[src/rtl/loader_pkg.sv]
// rtl/loader_pkg.sv - shared state encoding, frame header and checksum width for the core loader
package loader_pkg;

  localparam logic [7:0] LOADER_HDR    = 8'hA5;
  localparam int         LOADER_CSUM_W = 8;

  typedef enum logic [2:0] {
    ST_IDLE      = 3'd0,
    ST_LEN0      = 3'd1,
    ST_LEN1      = 3'd2,
    ST_DATA      = 3'd3,
    ST_CSUM      = 3'd4,
    ST_START     = 3'd5,
    ST_WAIT_LOW  = 3'd6,
    ST_WAIT_HIGH = 3'd7
  } loader_state_t;

endpackage

[src/rtl/word_assembler.sv]
// rtl/word_assembler.sv - LSB-first byte-to-word assembly with a word-complete pulse
module word_assembler (
  input  logic        clk,
  input  logic        reset,
  input  logic        i_clr,
  input  logic        i_valid,
  input  logic [7:0]  i_byte,
  output logic [31:0] o_word,
  output logic        o_complete
);

  logic [1:0]  r_idx;
  logic [23:0] r_shift;

  always_ff @(posedge clk or negedge reset) begin
    if (!reset) begin
      r_idx   <= '0;
      r_shift <= '0;
    end else if (i_clr) begin
      r_idx   <= '0;
    end else if (i_valid) begin
      r_idx   <= r_idx + 2'd1;
      r_shift <= {i_byte, r_shift[23:8]};
    end
  end

  // Only the three earlier bytes are stored; the fourth is taken straight from the input
  assign o_word     = {i_byte, r_shift};
  assign o_complete = i_valid && (r_idx == 2'd3);

endmodule

[src/rtl/core_loader.sv]
// rtl/core_loader.sv - framed byte loader into core memory, then run and time the core (CORE_LOADER_CHECKSUM_EN adds checksum byte)
module core_loader
  import loader_pkg::*;
#(
  parameter logic [31:0] BASE_ADDR = 32'h0000_0000,
  parameter int          MAX_WORDS = 1024
) (
  input  logic        clk,
  input  logic        reset,
  input  logic        byte_valid,
  input  logic [7:0]  byte_data,
  output logic        byte_ready,
  output logic        mem_we,
  output logic [31:0] mem_addr,
  output logic [31:0] mem_wdata,
  output logic        run,
  input  logic        done,
  output logic        busy,
  output logic        err,
  output logic [31:0] run_cycles
);

  localparam logic [16:0] MAX_W = 17'(MAX_WORDS);

  loader_state_t r_state;
  logic          r_live;
  logic [7:0]    r_len_lo;
  logic [15:0]   r_left;
  logic [31:0]   r_next_addr;
  logic          r_mem_we;
  logic [31:0]   r_mem_addr;
  logic [31:0]   r_mem_wdata;
  logic          r_err;
  logic [31:0]   r_cycles;
`ifdef CORE_LOADER_CHECKSUM_EN
  logic [LOADER_CSUM_W-1:0] r_csum;
`endif

  logic        w_rx_state;
  logic        w_accept;
  logic        w_hdr;
  logic        w_word_done;
  logic [31:0] w_word;
  logic [15:0] w_len;

  always_comb begin
    w_rx_state = 1'b0;
    case (r_state)
      ST_IDLE, ST_LEN0, ST_LEN1, ST_DATA: w_rx_state = 1'b1;
`ifdef CORE_LOADER_CHECKSUM_EN
      ST_CSUM:                            w_rx_state = 1'b1;
`endif
      default:                            w_rx_state = 1'b0;
    endcase
  end

  // r_live holds byte_ready low until the first edge after reset release
  assign byte_ready = r_live && w_rx_state;
  assign w_accept   = byte_valid && byte_ready;
  assign w_hdr      = w_accept && (r_state == ST_IDLE) && (byte_data == LOADER_HDR);
  assign w_len      = {byte_data, r_len_lo};

  assign busy       = (r_state != ST_IDLE);
  assign run        = (r_state == ST_START);
  assign mem_we     = r_mem_we;
  assign mem_addr   = r_mem_addr;
  assign mem_wdata  = r_mem_wdata;
  assign err        = r_err;
  assign run_cycles = r_cycles;

  word_assembler u_asm (
    .clk        (clk),
    .reset      (reset),
    .i_clr      (w_hdr),
    .i_valid    (w_accept && (r_state == ST_DATA)),
    .i_byte     (byte_data),
    .o_word     (w_word),
    .o_complete (w_word_done)
  );

  always_ff @(posedge clk or negedge reset) begin
    if (!reset) begin
      r_state     <= ST_IDLE;
      r_live      <= 1'b0;
      r_len_lo    <= '0;
      r_left      <= '0;
      r_next_addr <= '0;
      r_mem_we    <= 1'b0;
      r_mem_addr  <= '0;
      r_mem_wdata <= '0;
      r_err       <= 1'b0;
      r_cycles    <= '0;
`ifdef CORE_LOADER_CHECKSUM_EN
      r_csum      <= '0;
`endif
    end else begin
      r_live   <= 1'b1;
      r_mem_we <= 1'b0;
      case (r_state)
        ST_IDLE: begin
          if (w_hdr) begin
            r_err       <= 1'b0;
            r_next_addr <= BASE_ADDR;
`ifdef CORE_LOADER_CHECKSUM_EN
            r_csum      <= '0;
`endif
            r_state     <= ST_LEN0;
          end else if (w_accept) begin
            r_err <= 1'b1;
          end
        end
        ST_LEN0: begin
          if (w_accept) begin
            r_len_lo <= byte_data;
            r_state  <= ST_LEN1;
          end
        end
        ST_LEN1: begin
          if (w_accept) begin
            if (w_len == 16'd0) begin
              r_state <= ST_CSUM;
            end else if ({1'b0, w_len} > MAX_W) begin
              r_err   <= 1'b1;
              r_state <= ST_IDLE;
            end else begin
              r_left  <= w_len;
              r_state <= ST_DATA;
            end
          end
        end
        ST_DATA: begin
          if (w_accept) begin
`ifdef CORE_LOADER_CHECKSUM_EN
            r_csum <= r_csum ^ byte_data;
`endif
            if (w_word_done) begin
              r_mem_we    <= 1'b1;
              r_mem_addr  <= r_next_addr;
              r_mem_wdata <= w_word;
              r_next_addr <= r_next_addr + 32'd4;
              r_left      <= r_left - 16'd1;
              if (r_left == 16'd1) r_state <= ST_CSUM;
            end
          end
        end
        ST_CSUM: begin
`ifdef CORE_LOADER_CHECKSUM_EN
          if (w_accept) begin
            if (byte_data == r_csum) begin
              r_state <= ST_START;
            end else begin
              r_err   <= 1'b1;
              r_state <= ST_IDLE;
            end
          end
`else
          r_state <= ST_START;
`endif
        end
        ST_START: begin
          r_cycles <= '0;
          r_state  <= ST_WAIT_LOW;
        end
        ST_WAIT_LOW: begin
          if (r_cycles != 32'hFFFF_FFFF) r_cycles <= r_cycles + 32'd1;
          if (!done) r_state <= ST_WAIT_HIGH;
        end
        ST_WAIT_HIGH: begin
          if (r_cycles != 32'hFFFF_FFFF) r_cycles <= r_cycles + 32'd1;
          if (done) r_state <= ST_IDLE;
        end
        default: r_state <= ST_IDLE;
      endcase
    end
  end

endmodule

[config.mk]
export PLATFORM = sky130hd
export DESIGN_NAME = core_loader
export DESIGN_NICKNAME = d
export VERILOG_FILES = /design/src/rtl/loader_pkg.sv /design/src/rtl/word_assembler.sv /design/src/rtl/core_loader.sv
export SDC_FILE = /design/constraint.sdc
export NUM_CORES = 1
export LEC_CHECK = 0
export ABC_AREA = 1
export CAP_MARGIN = 20
export CORE_MARGIN = 5
export CORE_UTILIZATION = 61
export DETAILED_ROUTE_END_ITERATION = 12
export PLACE_DENSITY = 0.89
export SLEW_MARGIN = 15
export SYNTH_ARGS = -nofsm -noshare
export SYNTH_HDL_FRONTEND = slang
export SYNTH_SLANG_ARGS = --single-unit
[constraint.sdc]
create_clock -name clk -period 4.3 [get_ports clk]
set_clock_uncertainty 0.2 [all_clocks]
set_input_delay 1.075 -clock clk [delete_from_list [all_inputs] [get_ports clk]]
set_output_delay 1.075 -clock clk [all_outputs]
set_load 0.005 [all_outputs]
======== After elaboration in Yosys (flattened, before gate mapping) ========
Cells that the tools add are included.
word-level totals
  flip-flop bits (word level) ............. 184
  logic and storage cells ................. 101
  output and inout port bits .............. 101
  bits of input ports ..................... 12
cells by class
  reduce and logical (&&, ||, !) cells .... 24
  muxes and demuxes ....................... 35
  eq/ne operators ......................... 24
  magnitude comparators ................... 1
  $add $sub $neg .......................... 4
  bitwise gates (word level) .............. 1
operators by type and width
  cell                     count
  $mux W32                 4
  $pmux W32 S2             2
  $mux W16                 5
  $add A32 B1 Y32 const B  1
  $add A32 B3 Y32 const B  1
  $ne A32 B32 Y1 const B   1
  $pmux W16 S2             1
  $mux W3                  9
  $pmux W3 S8              1
  $eq A16 B1 Y1 const B    1
  $gt A16 B11 Y1 const B   1
  $logic_not A16 Y1        1
  $ne A2 B2 Y1 const B     8
  $sub A16 B1 Y16 const B  1
  $eq A3 B3 Y1 const B     4
  $reduce_bool A2 Y1       5
  $mux W1                  9
  $eq A8 B8 Y1 const B     1
  $ne A2 B1 Y1 const B     4
  $reduce_and A8 Y1        1
  $eq A3 B2 Y1 const B     2
  $logic_and A1 B1 Y1      6
  $mux W2                  3
  $reduce_and A2 Y1        3
  other kinds (14)         14

======== Logic depth before layout (Yosys ltp) ========
  depth in word-level cells ............... 10
  gate-level depth with buffers ........... 11
  gate-level depth less buffers ........... 10

======== Hierarchy ========
Synthesis repeated with hierarchy kept, for this count alone.
unflattened totals
  cell total of the unflattened synthesis .. 1351
  area, all modules ....................... 9608.0 µm²
by module, submodules not included
  module          area an instance (µm²)  cells each  instances  sequential area each (µm²)
  core_loader     8479.4                  1225        1          3853.7
  word_assembler  1128.6                  126         1          650.6

======== Least setup slack after synthesis ========
No wires, ideal clock.
  path kind ............................... input to register
  start ................................... in byte_data[4]
  end ..................................... reg r_left[1]
  path buffers ............................ 1
  cell stages on the path ................. 9
  setup time .............................. 117 ps
  data required time ...................... 3983 ps
  arrival ................................. 1992 ps
  slack ................................... 1991 ps
  path through ............................ nor2_1 nand2_1 nor2_1 nand3_1 nand2_1 nor2_4 buf_4 nand2_1 nand2_1
between the ends
  word-level cells in the longest chain between the ends .. 3
  elaborated cells on any way between the ends .. 5
  classes of those cells .................. order compare (1); eq/ne (2); reduce/logical (2)
RTL lines
  item                                                        line                                    source
  start: declaration                                          core_loader.sv:11                       input logic [7:0] byte_data,
  $gt A16 B11 Y1 / $logic_not A16 Y1 (equally long branches)  core_loader.sv:122, core_loader.sv:120
  $ne A2 B2 Y1 (no source line)                               --
  $reduce_and A6 Y1 (no source line) *                        --
  end signal: assignment                                      core_loader.sv:126                      r_left <= w_len;
  end signal: assignment                                      core_loader.sv:141                      r_left <= r_left - 16'd1;
  end: declaration                                            core_loader.sv:28                       logic [15:0] r_left;
Every way passes the cells marked *; elsewhere a longest branch is shown, timed or not.
A chain may end at the register's enable or synchronous reset.

======== Final worst setup path ========
  start ................................... reg r_state[1]
  end ..................................... out run
between the ends
  word-level cells in the longest chain between the ends .. 1
RTL lines
  item                      line                source
  start: declaration        core_loader.sv:25   loader_state_t r_state;
  start signal: assignment  core_loader.sv:83   r_state <= ST_IDLE;
  start signal: assignment  core_loader.sv:107  r_state <= ST_LEN0;
  start signal: assignment  core_loader.sv:115  r_state <= ST_LEN1;
  $eq A3 B3 Y1              core_loader.sv:64   assign run = (r_state == ST_START);
  end: declaration          core_loader.sv:16   output logic run,
Every way passes these cells.

==> results_dict.tcl <==
set metrics [dict create \
    synth.avg_cell_area_sq_um 7.179 \
    grtUsageMet2_pct 43.57 \
    ir_drop_mv 0.3466 \
    synthesis.area_sq_um 9369 \
    clkLatencyLatePin_ns 0.44 \
    synth-simple-area-share_pct 33.75 \
    synthAdderAreaFrac_pct 0.6677 \
    start_util_pct 61.86 \
    placementRows 45 \
    grt_pass1_vias 8241 \
    die_h_um 133.9 \
    dp_hpwl_mm 16.58 \
    fin_crit_sh_pct 77.95 \
    critPathKind "register to primary output" \
    finalSetupTns_ns 0 \
    synth.distinct_cells 36 \
    post_drt_wl_per_cell_um 14.64 \
    rrSetupSlack_ns 1.47 \
    p_comb_share_pct 24.1 \
    holdBufCountCts 0 \
    hold-worst-slack_ns 0.2805 \
    placed_area_sq_um 10600 \
    end_kind "primary output" \
    fillCellCount 1139 \
    grtUsageMet3_pct 4.276 \
    clock_sinks 180 \
    cts_made_buffers 17 \
    cts_setup_buffers 0 \
    top_usage_layer "met2" \
    rsz0062_at_grt "no" \
    p_sw_w 0.001708 \
    synth-xor-area-share_pct 2.057 \
    vias 8673 \
    muxShareOfSynthArea_pct 0.1202 \
    die_x_um 133.9 \
    cp.arrival_ns 2.08 \
    worstSetupStartpointType "register" \
    synth-compound-area-share_pct 8.507 \
    synth_top_family_by_area "simple AND/OR/NAND/NOR gates" \
    hold_path.class "register to register" \
    drv_slew 0 \
    leakage_nw 5.032 \
    ys_seq_area_share_pct 48.08 \
    most-common-layout-cells "nand2_1 (494), dfrtp_1 (180), nor2_1 (166)" \
    final_util_pct 73.91 \
    ant_nets 0 \
    hold_viol 0 \
    root_buffer "clkbuf_16" \
    design_area_sq_um 11190 \
    drv_cap 0 \
    crit_fanout 6 \
    yosys_warnings 0 \
    globalplace.congestion 0.9321 \
    nets 1420 \
    clkTransAtPathRegs_ns 0.07 \
    worst_pin_slew_ns 0.9426 \
    synthCells 1305 \
    required_ns 3.02 \
    ys_ff_latch 180 \
    power_frac_clock_pct 31.5 \
    port_buffers 110 \
    vias_per_cell 5.407 \
    antenna_cells 0 \
    first_pass_iters 5 \
    track_usage_pct 26.65 \
    setup-violations-final 0 \
    clockBufferDepth 2 \
    area_delta_synth_final_pct 19.48 \
    p_sw_share_pct 34.74 \
    layout_commonest_cell "nand2_1" \
    drc 0 \
    pin_count 113 \
    grt_max_degree 85 \
    final_layout_size_suffix_gt1_share_pct 4.449 \
    met1_usage_pct 36.37 \
    dr.first_iter.drc_count 704 \
    seqPwrFrac_pct 44.4 \
    antenna_found_initial 0 \
    fmax_ghz 0.2984 \
    ctsResizeCount 0 \
    period_minus_slack_ns 3.352 \
    power_density_nw_per_um2 439.0 \
    path_delay_family "buffers and inverters" \
    htree_levels 4 \
    cts_tree "built" \
    status "finished clean" \
    die_area_sq_um 17940 \
    core_area_sq_um 15150 \
    cpPeakStageDelay_ns 0.63 \
    critPathBufInv 2 \
    crit_chain "inv_1, nand2_1, nor2_2, clkdlybuf4s50_1" \
    drt_wl_total_mm 23.48 \
    p_int_w 0.003207 \
    cp_slowest_cell "clkdlybuf4s50_1" \
    grt_pass1_wl_mm 39.25 \
    max_slew_margin_pct 37.09 \
    gr-total-overflow 0 \
]
-- worst register-to-register path, stage by stage, from the launching register on --
cell and delay (ns):
dfrtp_1 0.49, nand2_2 0.16, nor2_2 0.74, inv_1 0.61, a21oi_1 0.25, o21ai_0 0.10, nand2_1 0.07, nand2_1 0.06
nand2_1 0.09
-- state kept, by name, indices dropped and copies added, names as in the netlist --
signal and cells:
err 1, mem_addr 30, mem_wdata 32, mem_we 1, r_left 16, r_len_lo 8
r_live 1, r_next_addr 30, r_state 3, run_cycles 32, u_asm.r_idx 2, u_asm.r_shift 24
-- kinds of logic (layout without fill, tap and decap cells) --
group,Yosys count,after routing
flops,180,180
fa+ha+maj,5,5
other cells,2,3
simple gates,783,783
xor+xnor,22,22
compound gates,153,153
mux,1,1
buf+inv,159,269
-- per-layer routing --
layer | vias to the layer above | part of all wire [%]
met1 | 4028 | 44
met4 | 0 | 2.5
met3 | 57 | 5.8
li1 | 4287 | -
met2 | 301 | 48
met5 | - | 0
-- power by group through the flow --
stage | Combinational [W] | Clock (W) | Sequential (W)
final | 0.00118 | 0.00155 | 0.00218
after floorplan | 0.000823 | 0 | 0.00214
after CTS | 0.00115 | 0.00156 | 0.00217
after global placement | 0.00109 | 0 | 0.00219
after global routing | 0.00135 | 0.00163 | 0.00222
after detailed placement | 0.00113 | 0 | 0.00220
-- synth_stat cells --
| cell | count | area [sq um] |
|---|---|---|
| dfrtp_1 | 180 | 4504 |
| nor2_1 | 166 | 623.1 |
| o21ai_0 | 114 | 570.6 |
| nor3_2 | 1 | 10.01 |
| a21oi_1 | 9 | 45.04 |
| nor2_4 | 2 | 22.52 |
| nor3_1 | 4 | 20.02 |
| nand3_4 | 1 | 17.52 |
| nand2_2 | 4 | 25.02 |
| mux2_2 | 1 | 11.26 |
| inv_2 | 2 | 7.510 |
| o22ai_2 | 1 | 12.51 |
| nand4_2 | 1 | 12.51 |
| nand2_4 | 1 | 11.26 |
| and3_1 | 1 | 6.260 |
| ha_1 | 5 | 62.56 |
| clkinv_1 | 1 | 3.750 |
| o21ai_1 | 24 | 120.1 |
| buf_2 | 10 | 50.05 |
| nand2_1 | 494 | 1854 |
| o21bai_1 | 1 | 7.510 |
| o21ai_2 | 2 | 17.52 |
| inv_1 | 115 | 431.7 |
| xnor2_1 | 8 | 70.07 |
| buf_4 | 6 | 45.04 |
| conb_1 | 2 | 7.510 |
| nand3b_1 | 1 | 7.510 |
| clkbuf_1 | 23 | 86.33 |
| buf_1 | 2 | 7.510 |
| nand4_1 | 8 | 50.05 |
| nand3_1 | 94 | 470.5 |
| o31ai_1 | 1 | 7.510 |
| nor2_2 | 4 | 25.02 |
| or2_2 | 1 | 6.260 |
| a21oi_4 | 1 | 16.27 |
| xor2_1 | 14 | 122.6 |
-- through the flow --
step | instances | worst slack [ns] | power, W
global placement | 1571 | 0.5638 | 0.003276
floorplan | 1306 | 1.991 | 0.002968
global route | 1604 | 0.8374 | 0.005190
finish | 1604 | 0.9482 | 0.004915
CTS | 1603 | 0.8927 | 0.004886
detailed placement | 1571 | 0.4456 | 0.003329
-- final cells by class --
type,count,area (sq um),area share (%)
Sequential cell,180,4504,40.24
Timing Repair Buffer,119,1190,10.63
Clock buffer,20,446.7,3.990
Clock inverter,12,135.1,1.207
Inverter,118,442.9,3.957
Tap cell,188,235.2,2.101
Multi-Input combinational cell,967,4240,37.88
-- worst paths after layout --
| path | cells after the start | start | endpoint |
|---|---|---|---|
| worst max-delay path | 4 | r_state[1] | run |
| max in group asynchronous | 2 | reset | u_asm.r_shift[2] |
| worst max register to register | 8 | r_state[0] | r_left[5] |
| worst min register to register | 2 | mem_addr[18] | mem_addr[18] |
| worst min-delay path | 2 | mem_addr[18] | mem_addr[18] |
| min in group asynchronous | 1 | reset | r_left[9] |
Note: power is estimated with default switching activity, not from simulation.
